==> src/rtl/fifo_arbiter_ctrl.sv <==
// Shares one synchronous FIFO between two round-robin producers and drains
// it into a single ready/valid consumer through a fetch/hold read sequencer.
module fifo_arbiter_ctrl #(
  parameter int WIDTH     = 8,
  parameter int CNT_WIDTH = 16
) (
  input  logic                 clk,
  input  logic                 rst,
  input  logic                 a_valid,
  input  logic [WIDTH-1:0]     a_data,
  output logic                 a_ready,
  input  logic                 b_valid,
  input  logic [WIDTH-1:0]     b_data,
  output logic                 b_ready,
  output logic                 fifo_wr_en,
  output logic [WIDTH-1:0]     fifo_din,
  input  logic                 fifo_full,
  output logic                 fifo_rd_en,
  input  logic [WIDTH-1:0]     fifo_dout,
  input  logic                 fifo_empty,
  input  logic                 drain_en,
  output logic                 out_valid,
  output logic [WIDTH-1:0]     out_data,
  input  logic                 out_ready,
  output logic [CNT_WIDTH-1:0] drained_cnt
);

  typedef enum logic [1:0] {
    IDLE,
    FETCH,
    HOLD
  } state_t;

  state_t               state_q, state_d;
  logic                 out_valid_q, out_valid_d;
  logic [WIDTH-1:0]     out_data_q, out_data_d;
  logic [CNT_WIDTH-1:0] cnt_q, cnt_d;
  logic                 prio_q, prio_d;
  logic                 gnt_a, gnt_b;
  logic                 can_read;
  logic                 rd_en;

  // prio_q: 0 names A, 1 names B; only consulted when both are valid
  always_comb begin
    gnt_a  = !fifo_full && a_valid && (!b_valid || !prio_q);
    gnt_b  = !fifo_full && b_valid && (!a_valid || prio_q);
    prio_d = prio_q;
    if (gnt_a) begin
      prio_d = 1'b1;
    end else if (gnt_b) begin
      prio_d = 1'b0;
    end
  end

  assign a_ready    = gnt_a;
  assign b_ready    = gnt_b;
  assign fifo_wr_en = gnt_a | gnt_b;
  assign fifo_din   = gnt_a ? a_data :
                      gnt_b ? b_data : '0;

  always_comb begin
    can_read    = drain_en && !fifo_empty;
    state_d     = state_q;
    out_valid_d = out_valid_q;
    out_data_d  = out_data_q;
    cnt_d       = cnt_q;
    rd_en       = 1'b0;
    unique case (state_q)
      IDLE: begin
        if (can_read) begin
          rd_en   = 1'b1;
          state_d = FETCH;
        end
      end
      FETCH: begin
        out_data_d  = fifo_dout;
        out_valid_d = 1'b1;
        state_d     = HOLD;
      end
      HOLD: begin
        if (out_ready) begin
          cnt_d       = cnt_q + CNT_WIDTH'(1);
          out_valid_d = 1'b0;
          if (can_read) begin
            rd_en   = 1'b1;
            state_d = FETCH;
          end else begin
            state_d = IDLE;
          end
        end
      end
      default: begin
        state_d     = IDLE;
        out_valid_d = 1'b0;
      end
    endcase
  end

  // keep the read strobe quiet while reset is asserted
  assign fifo_rd_en  = rd_en && !rst;
  assign out_valid   = out_valid_q;
  assign out_data    = out_data_q;
  assign drained_cnt = cnt_q;

  always_ff @(posedge clk or posedge rst) begin
    if (rst) begin
      state_q     <= IDLE;
      out_valid_q <= 1'b0;
      out_data_q  <= '0;
      cnt_q       <= '0;
      prio_q      <= 1'b0;
    end else begin
      state_q     <= state_d;
      out_valid_q <= out_valid_d;
      out_data_q  <= out_data_d;
      cnt_q       <= cnt_d;
      prio_q      <= prio_d;
    end
  end

endmodule

==> config.mk <==
export PLATFORM = sky130hd
export DESIGN_NAME = fifo_arbiter_ctrl
export DESIGN_NICKNAME = d
export VERILOG_FILES = /design/src/rtl/fifo_arbiter_ctrl.sv
export SDC_FILE = /design/constraint.sdc
export NUM_CORES = 1
export LEC_CHECK = 0
export ABC_AREA = 1
export BUFFER_PORTS_ARGS = -buffer_cell sky130_fd_sc_hd__buf_2
export CORE_MARGIN = 5
export CORE_UTILIZATION = 38
export CTS_CLUSTER_SIZE = 16
export DETAILED_ROUTE_END_ITERATION = 12
export HOLD_SLACK_MARGIN = 0.05
export PLACE_DENSITY = 0.72
export SLEW_MARGIN = 20
export SYNTH_ARGS = -nofsm -noshare
export SYNTH_HDL_FRONTEND = slang
export SYNTH_SLANG_ARGS = --single-unit
==> constraint.sdc <==
create_clock -name clk -period 2 [get_ports clk]
set_input_delay 0.2 -clock clk [delete_from_list [all_inputs] [get_ports clk]]
set_output_delay 0.2 -clock clk [all_outputs]
set_load 0.05 [all_outputs]
==> flow_metrics.tcl, run 1 <==
set metrics [dict create \
    yosys_warnings 0 \
    critPathKind "flop to primary output" \
    vias_per_cell 4.638 \
    initial_core_util_pct 38.98 \
    cts.reportedPaths.clkPinSlew_ps 80 \
    synth_seq_cells 28 \
    path_buf_inv 2 \
    area_delta_synth_final_pct 32.07 \
    worstPathRequired_ps 1800 \
    setup_viol 0 \
    worstMarginPinSlew_ps 371.3 \
    power.total_mw 1.768 \
    yosysUniqueCellTypes 25 \
    design_area_um2 1871 \
    cts-root-buf "clkbuf_8" \
    antenna_left 0 \
    cts_tree "built" \
    ir_worst_vdd_v 0.0005600 \
    drc 0 \
    synth-adder-area-share_pct 0.8834 \
    slew_headroom_pct 75.22 \
    cpMostUsedCell "nand2_1" \
    die_h_um 71.05 \
    arrival_ps 1550 \
    synth_xor_xnor_area_share_pct 4.947 \
    powerDensity_nw_per_um2 945.1 \
    netSwitchingPower_mw 0.7736 \
    initialDrtViolationCount 36 \
    die_w_um 71.05 \
    dp_hpwl_mm 2.587 \
    seqPwrFrac_pct 41.8 \
    maxSlewViolCount 0 \
    syn_avg_cell_area_um2 9.079 \
    fin_ws_ps 253.8 \
    post_cts_resized 0 \
    routed_wl_mm 3.153 \
    ctsHtreeMaxLevel 1 \
    antenna_found_initial 0 \
    ys_seq_area_share_pct 49.47 \
    final.setup.tns_ps 0 \
    grt_pass1_vias 1316 \
    placed_cell_area_um2 1819 \
    ios 69 \
    grt_pass1_wl_mm 5.602 \
    slowest_delay_ps 360 \
    synth_compound_area_share_pct 7.509 \
    overflow 0 \
    grt_max_degree 20 \
    core-area_um2 3633 \
    final_nets 263 \
    yosys.area_share.simple_pct 24.73 \
    drtPass1Iterations 2 \
    clock-sinks 28 \
    hp-class "input pin to flop" \
    status "finished clean" \
    cts_max_path_buffers 2 \
    rows 22 \
    track_usage_pct 13.48 \
    cts_buffers 3 \
    crit_chain "inv_1 > nand2_1 > nand2_1 > nor2_2 > a22o_1 > buf_2" \
    gp_congestion 0.7903 \
    cp-end-kind "primary output" \
    syn_area_um2 1416 \
    drv_cap 0 \
    synthCells 156 \
    crit_slowest_cell "dfrtp_1" \
    start_kind "flop" \
    cp_max_fo 10 \
    layout-drive-gt1-share_pct 40.35 \
    post-route-min-period_ps 1746 \
    clk_latency_ps 260 \
    post_drt_wl_per_cell_um 11.42 \
    dieArea_um2 5048 \
    fmax_mhz 572.7 \
    comb_power_share_pct 41.9 \
    syn_nets 189 \
    grt_setup_unrepaired "no" \
    crit_family "simple AND/OR/NAND/NOR gates" \
    synthMuxAreaShare_pct 6.360 \
    synth_top_family_by_area "simple AND/OR/NAND/NOR gates" \
    switching_share_pct 43.76 \
    diodes 0 \
    leakage_nw 0.9898 \
    fin_crit_sh_pct 87.31 \
    power.clock.fraction_pct 16.2 \
    internal_power_mw 0.9942 \
    vias 1280 \
    hold_viol 0 \
    dp_slack_ps 528.8 \
    finClkSkew_ps 1.114 \
    portBuffers 68 \
]
==> cell usage after synthesis <==
cell type  instances  area share, %
nand2_1           40             11
nand4_1            2           0.88
nand3_1            5            1.8
clkinv_1           1           0.26
nor2_2             3            1.3
nand2_4            1           0.79
buf_6              1           0.79
xor2_1             2            1.2
inv_1             18            4.8
o22ai_1            1           0.44
o21ai_0            5            1.8
nor2_4             2            1.6
nand3b_1           2            1.1
nand3_2            1           0.71
inv_2              1           0.26
mux2_2             8            6.4
a22o_1             8            4.9
nor3_1             3            1.1
nor2_1            12            3.2
nor4_1             1           0.44
o21ai_1            1           0.35
nand2_2            3            1.3
ha_1               1           0.88
dfrtp_1           28             49
xnor2_1            6            3.7
==> metrics by stage <==
step,hold slack (ps),std cells,utilization (%)
2_1_floorplan,265.4,156,-
3_3_place_gp,210.7,272,50.07
3_5_place_dp,208.4,272,50.07
4_1_cts,152.3,276,51.48
5_1_grt,147.6,276,51.48
6_report,161.0,276,51.48
==> sequential cells by signal, summed over array words and instances, names as in the netlist <==
| register | flops |
|---|---|
| out_valid | 1 |
| drained_cnt | 16 |
| state_q | 2 |
| prio_q | 1 |
| out_data | 8 |
==> cells in the final DEF (no fill, tap or decap), drive strengths merged <==
cell type    instances
nand3                6
clkinv               1
a22o                 8
nor4                 1
nand3b               2
nor3                 3
buf                 69
ha                   1
clkbuf               3
inv                 19
mux2                 8
nor2                17
xnor2                6
o21ai                6
dlygate4sd3          1
xor2                 2
nand4                2
o22ai                1
nand2               44
dfrtp               28
==> power by group through the flow <==
stage / clock, mW / combinational, mW / sequential [mW]
after detailed placement: 0 / 0.748 / 0.753
after floorplan: 0 / 0.243 / 1.07
final: 0.287 / 0.742 / 0.739
after CTS: 0.306 / 0.750 / 0.743
after global routing: 0.332 / 0.782 / 0.759
after global placement: 0 / 0.740 / 0.750
==> cell families (layout without fill, tap and decap cells) <==
kind of cell             count (synthesis)  in the layout
AND/OR/NAND/NOR                         75             75
flip-flops                              28             28
buffers and inverters                   21             93
AO/OA/AOI/OAI                           15             15
XOR/XNOR                                 8              8
multiplexers                             8              8
adder cells (fa/ha/maj)                  1              1
==> repair_timing <==
item,in CTS,in global routing
endpoints found under the hold margin,9,0
hold buffers,1,0
buffers inserted,0,0
endpoints found under the setup margin,0,0
==> routing by layer <==
metal	track usage, %	routed length, um	share of wire (%)
met4	1.253	14	0.44
met2	24.00	1506	48
met3	5.398	320	10
met5	0	0	0
met1	15.85	1312	42
==> final cells by class <==
type,count,area (um2)
fill,376,1763
timing repair buffer,70,357.8
sequential,28,700.7
multi-input combinational,107,635.6
tap,48,60.06
clock buffer,3,41.29
inverter,20,75.07
==> path summary, 6_finish.rpt <==
kind,from,endpoint,slack [ps],depth (start not counted)
setup / recovery,prio_q,fifo_din[6],250,6
hold / removal,fifo_dout[0],out_data[0],160,2
setup reg to reg,drained_cnt[1],drained_cnt[12],700,6
hold reg to reg,out_valid,out_valid,500,2
max in group asynchronous,rst,drained_cnt[13],950,4
min in group asynchronous,rst,out_data[4],480,3
Power figures use the tool's default switching activity.
==> run 2: changes to the inputs <==
ABC_AREA = default   (was 1)
BUFFER_PORTS_ARGS = -buffer_cell sky130_fd_sc_hd__buf_4   (was -buffer_cell sky130_fd_sc_hd__buf_2)
PLACE_DENSITY = 0.74   (was 0.72)
==> run 2 against run 1 <==
  * Synthesized area decreased by 9.9%
  * Utilization increased by 6.4 points
  * Setup slack got worse by 31 ps
  * Routed wire length decreased by 0.22%
  * First-iteration DRC count decreased by 69%
  * Global-route usage increased by 0.95 points
  * Synthesized cell count decreased by 34%
  * Non-clock buffer count increased by 1
  * Power increased by 3.6%
  * Clock-buffer cell count increased by 1
==> flow_metrics.tcl, run 2 <==
set metrics [dict create \
    status "finished clean" \
    drv_cap 0 \
    hold_viol 0 \
    grt_most_used_layer "met2" \
    critPathKind "flop to primary output" \
    ios 69 \
    finClkSkew_ps 6.800 \
    final_cell_mix "buf_4, dfrtp_1, xnor2_1, mux2_2, a22o_1" \
    hold_depth 2 \
    maxSlewViolCount 0 \
    post_drt_wl_per_cell_um 14.11 \
    final_nets 211 \
    yosysUniqueCellTypes 26 \
    postCtsSetupBuffers 0 \
    dieArea_um2 4617 \
    synth_flop_cell "dfrtp_1" \
    syn_avg_cell_area_um2 12.39 \
    synth_top_area_cell "dfrtp_1" \
    initialDrtViolationCount 11 \
    fill_cells 288 \
    async_flop_share_pct 100.0 \
    grt_setup_unrepaired "no" \
    routed_wl_mm 3.146 \
    drc 0 \
    use_met1_pct 14.91 \
    dp_hpwl_mm 2.611 \
    area_delta_synth_final_pct 48.92 \
    diodes 0 \
    worstMarginPinSlew_ps 415.4 \
    drtPass1Iterations 4 \
    slew_headroom_pct 72.31 \
    die_h_um 67.95 \
    worstPathRequired_ps 1800 \
    arrival_ps 1580 \
    hold_buffers 1 \
    synth_top_area_share_pct 54.90 \
    post_cts_resized 0 \
    post-route-min-period_ps 1777 \
    synthCells 103 \
    cts-root-buf "clkbuf_4" \
    start_kind "flop" \
    cp_max_fo 10 \
    initial_core_util_pct 38.86 \
    rows 21 \
    power.total_mw 1.831 \
    final_common_cell "buf_4" \
    final.setup.tns_ps 0 \
    vias 1065 \
    core-area_um2 3284 \
    cts_max_path_buffers 2 \
    ctsHtreeMaxLevel 1 \
    layout-drive-gt1-share_pct 50.28 \
    largest_register_ffs 16 \
    cts_tree "built" \
    clk_latency_ps 320 \
    grt_use_met3_pct 3.941 \
    vias_per_cell 4.776 \
    reg2reg_depth 5 \
    fmax_mhz 562.8 \
    track_usage_pct 14.43 \
    clock-sinks 28 \
    cts_buffers 3 \
    r2r_slack_ps 600 \
    syn_area_um2 1276 \
    die_w_um 67.95 \
    powerDensity_nw_per_um2 963.5 \
    hp-class "input pin to flop" \
    met2_usage_pct 27.20 \
    yosysMostFrequentCell "dfrtp_1" \
    leakage_nw 0.9704 \
    synth_common_cells "dfrtp_1, xnor2_1, mux2_2" \
    fin_crit_sh_pct 88.83 \
    grt_pass1_vias 1101 \
    synth_edf_count 0 \
    gp_congestion 0.8954 \
    grt_max_degree 29 \
    cts.reportedPaths.clkPinSlew_ps 140 \
    synth_seq_cells 28 \
    portBuffers 68 \
    grt_pass1_wl_mm 4.968 \
    cp-end-kind "primary output" \
    yosys-top-cells-area "dfrtp_1, mux2_2, xnor2_1, a22o_1, xor2_1" \
    setup_viol 0 \
    syn_nets 136 \
    antenna_left 0 \
    yosys_warnings 0 \
    ir_worst_vdd_v 0.0004992 \
    overflow 0 \
    antenna_found_initial 0 \
    ys_seq_area_share_pct 54.90 \
]
-- run 2: final cells by class --
class | instances | area (um2) | area share (%)
Clock buffer | 4 | 36.28 | 1.909
Inverter | 3 | 11.26 | 0.5925
Multi-Input combinational cell | 71 | 559.3 | 29.43
Sequential cell | 28 | 700.7 | 36.87
Tap cell | 46 | 57.56 | 3.028
Timing Repair Buffer | 71 | 535.5 | 28.18
-- run 2: power by group --
| group | internal [mW] | leakage, nW | switching (mW) | total [mW] |
|---|---|---|---|---|
| registers | 0.663 | 0.361 | 0.0899 | 0.753 |
| clock network | 0.111 | 0.0210 | 0.155 | 0.266 |
| logic | 0.281 | 0.588 | 0.531 | 0.812 |
-- run 2: metal layers --
metal  vias up  wire, um
met4         0        72
met5         -         0
li1        512         -
met3         6       353
met2        59      1569
met1       488      1150
-- run 2: cell families (layout without fill, tap and decap cells) --
family                   Yosys count  after routing  share of synthesized area (%)
multiplexers                       9              9                          7.941
adder cells (fa/ha/maj)            1              1                         0.9802
AND/OR/NAND/NOR                   32             32                          15.79
XOR/XNOR                          15             15                          10.29
flip-flops                        28             28                          54.90
buffers and inverters              4             78                          1.274
AO/OA/AOI/OAI                     14             14                          8.824
-- run 2: worst paths after layout --
path	from	endpoint
setup / recovery	prio_q	fifo_din[4]
hold / removal	fifo_dout[2]	out_data[2]
setup reg to reg	drained_cnt[0]	drained_cnt[10]
hold reg to reg	drained_cnt[15]	drained_cnt[15]
max in group asynchronous	rst	drained_cnt[9]
min in group asynchronous	rst	out_data[1]
-- run 2: worst max-delay path: stages (launching register included) --
cell     delay (ps)
dfrtp_1         430
inv_1            70
a21oi_2         350
a22o_1          210
buf_4           200
-- run 2: metrics by stage --
step                      hold WS, ps  worst slack, ps  std cells  utilization, %  instance area, um2
after global routing            86.00            82.04        223           57.87                1901
final                           94.74            223.3        223           57.87                1901
after global placement          311.1            647.7        218           56.46                1854
after CTS                       81.90            213.7        223           57.87                1901
after detailed placement        312.9            592.2        218           56.46                1854
after floorplan                 270.6            162.1        103               -                1276
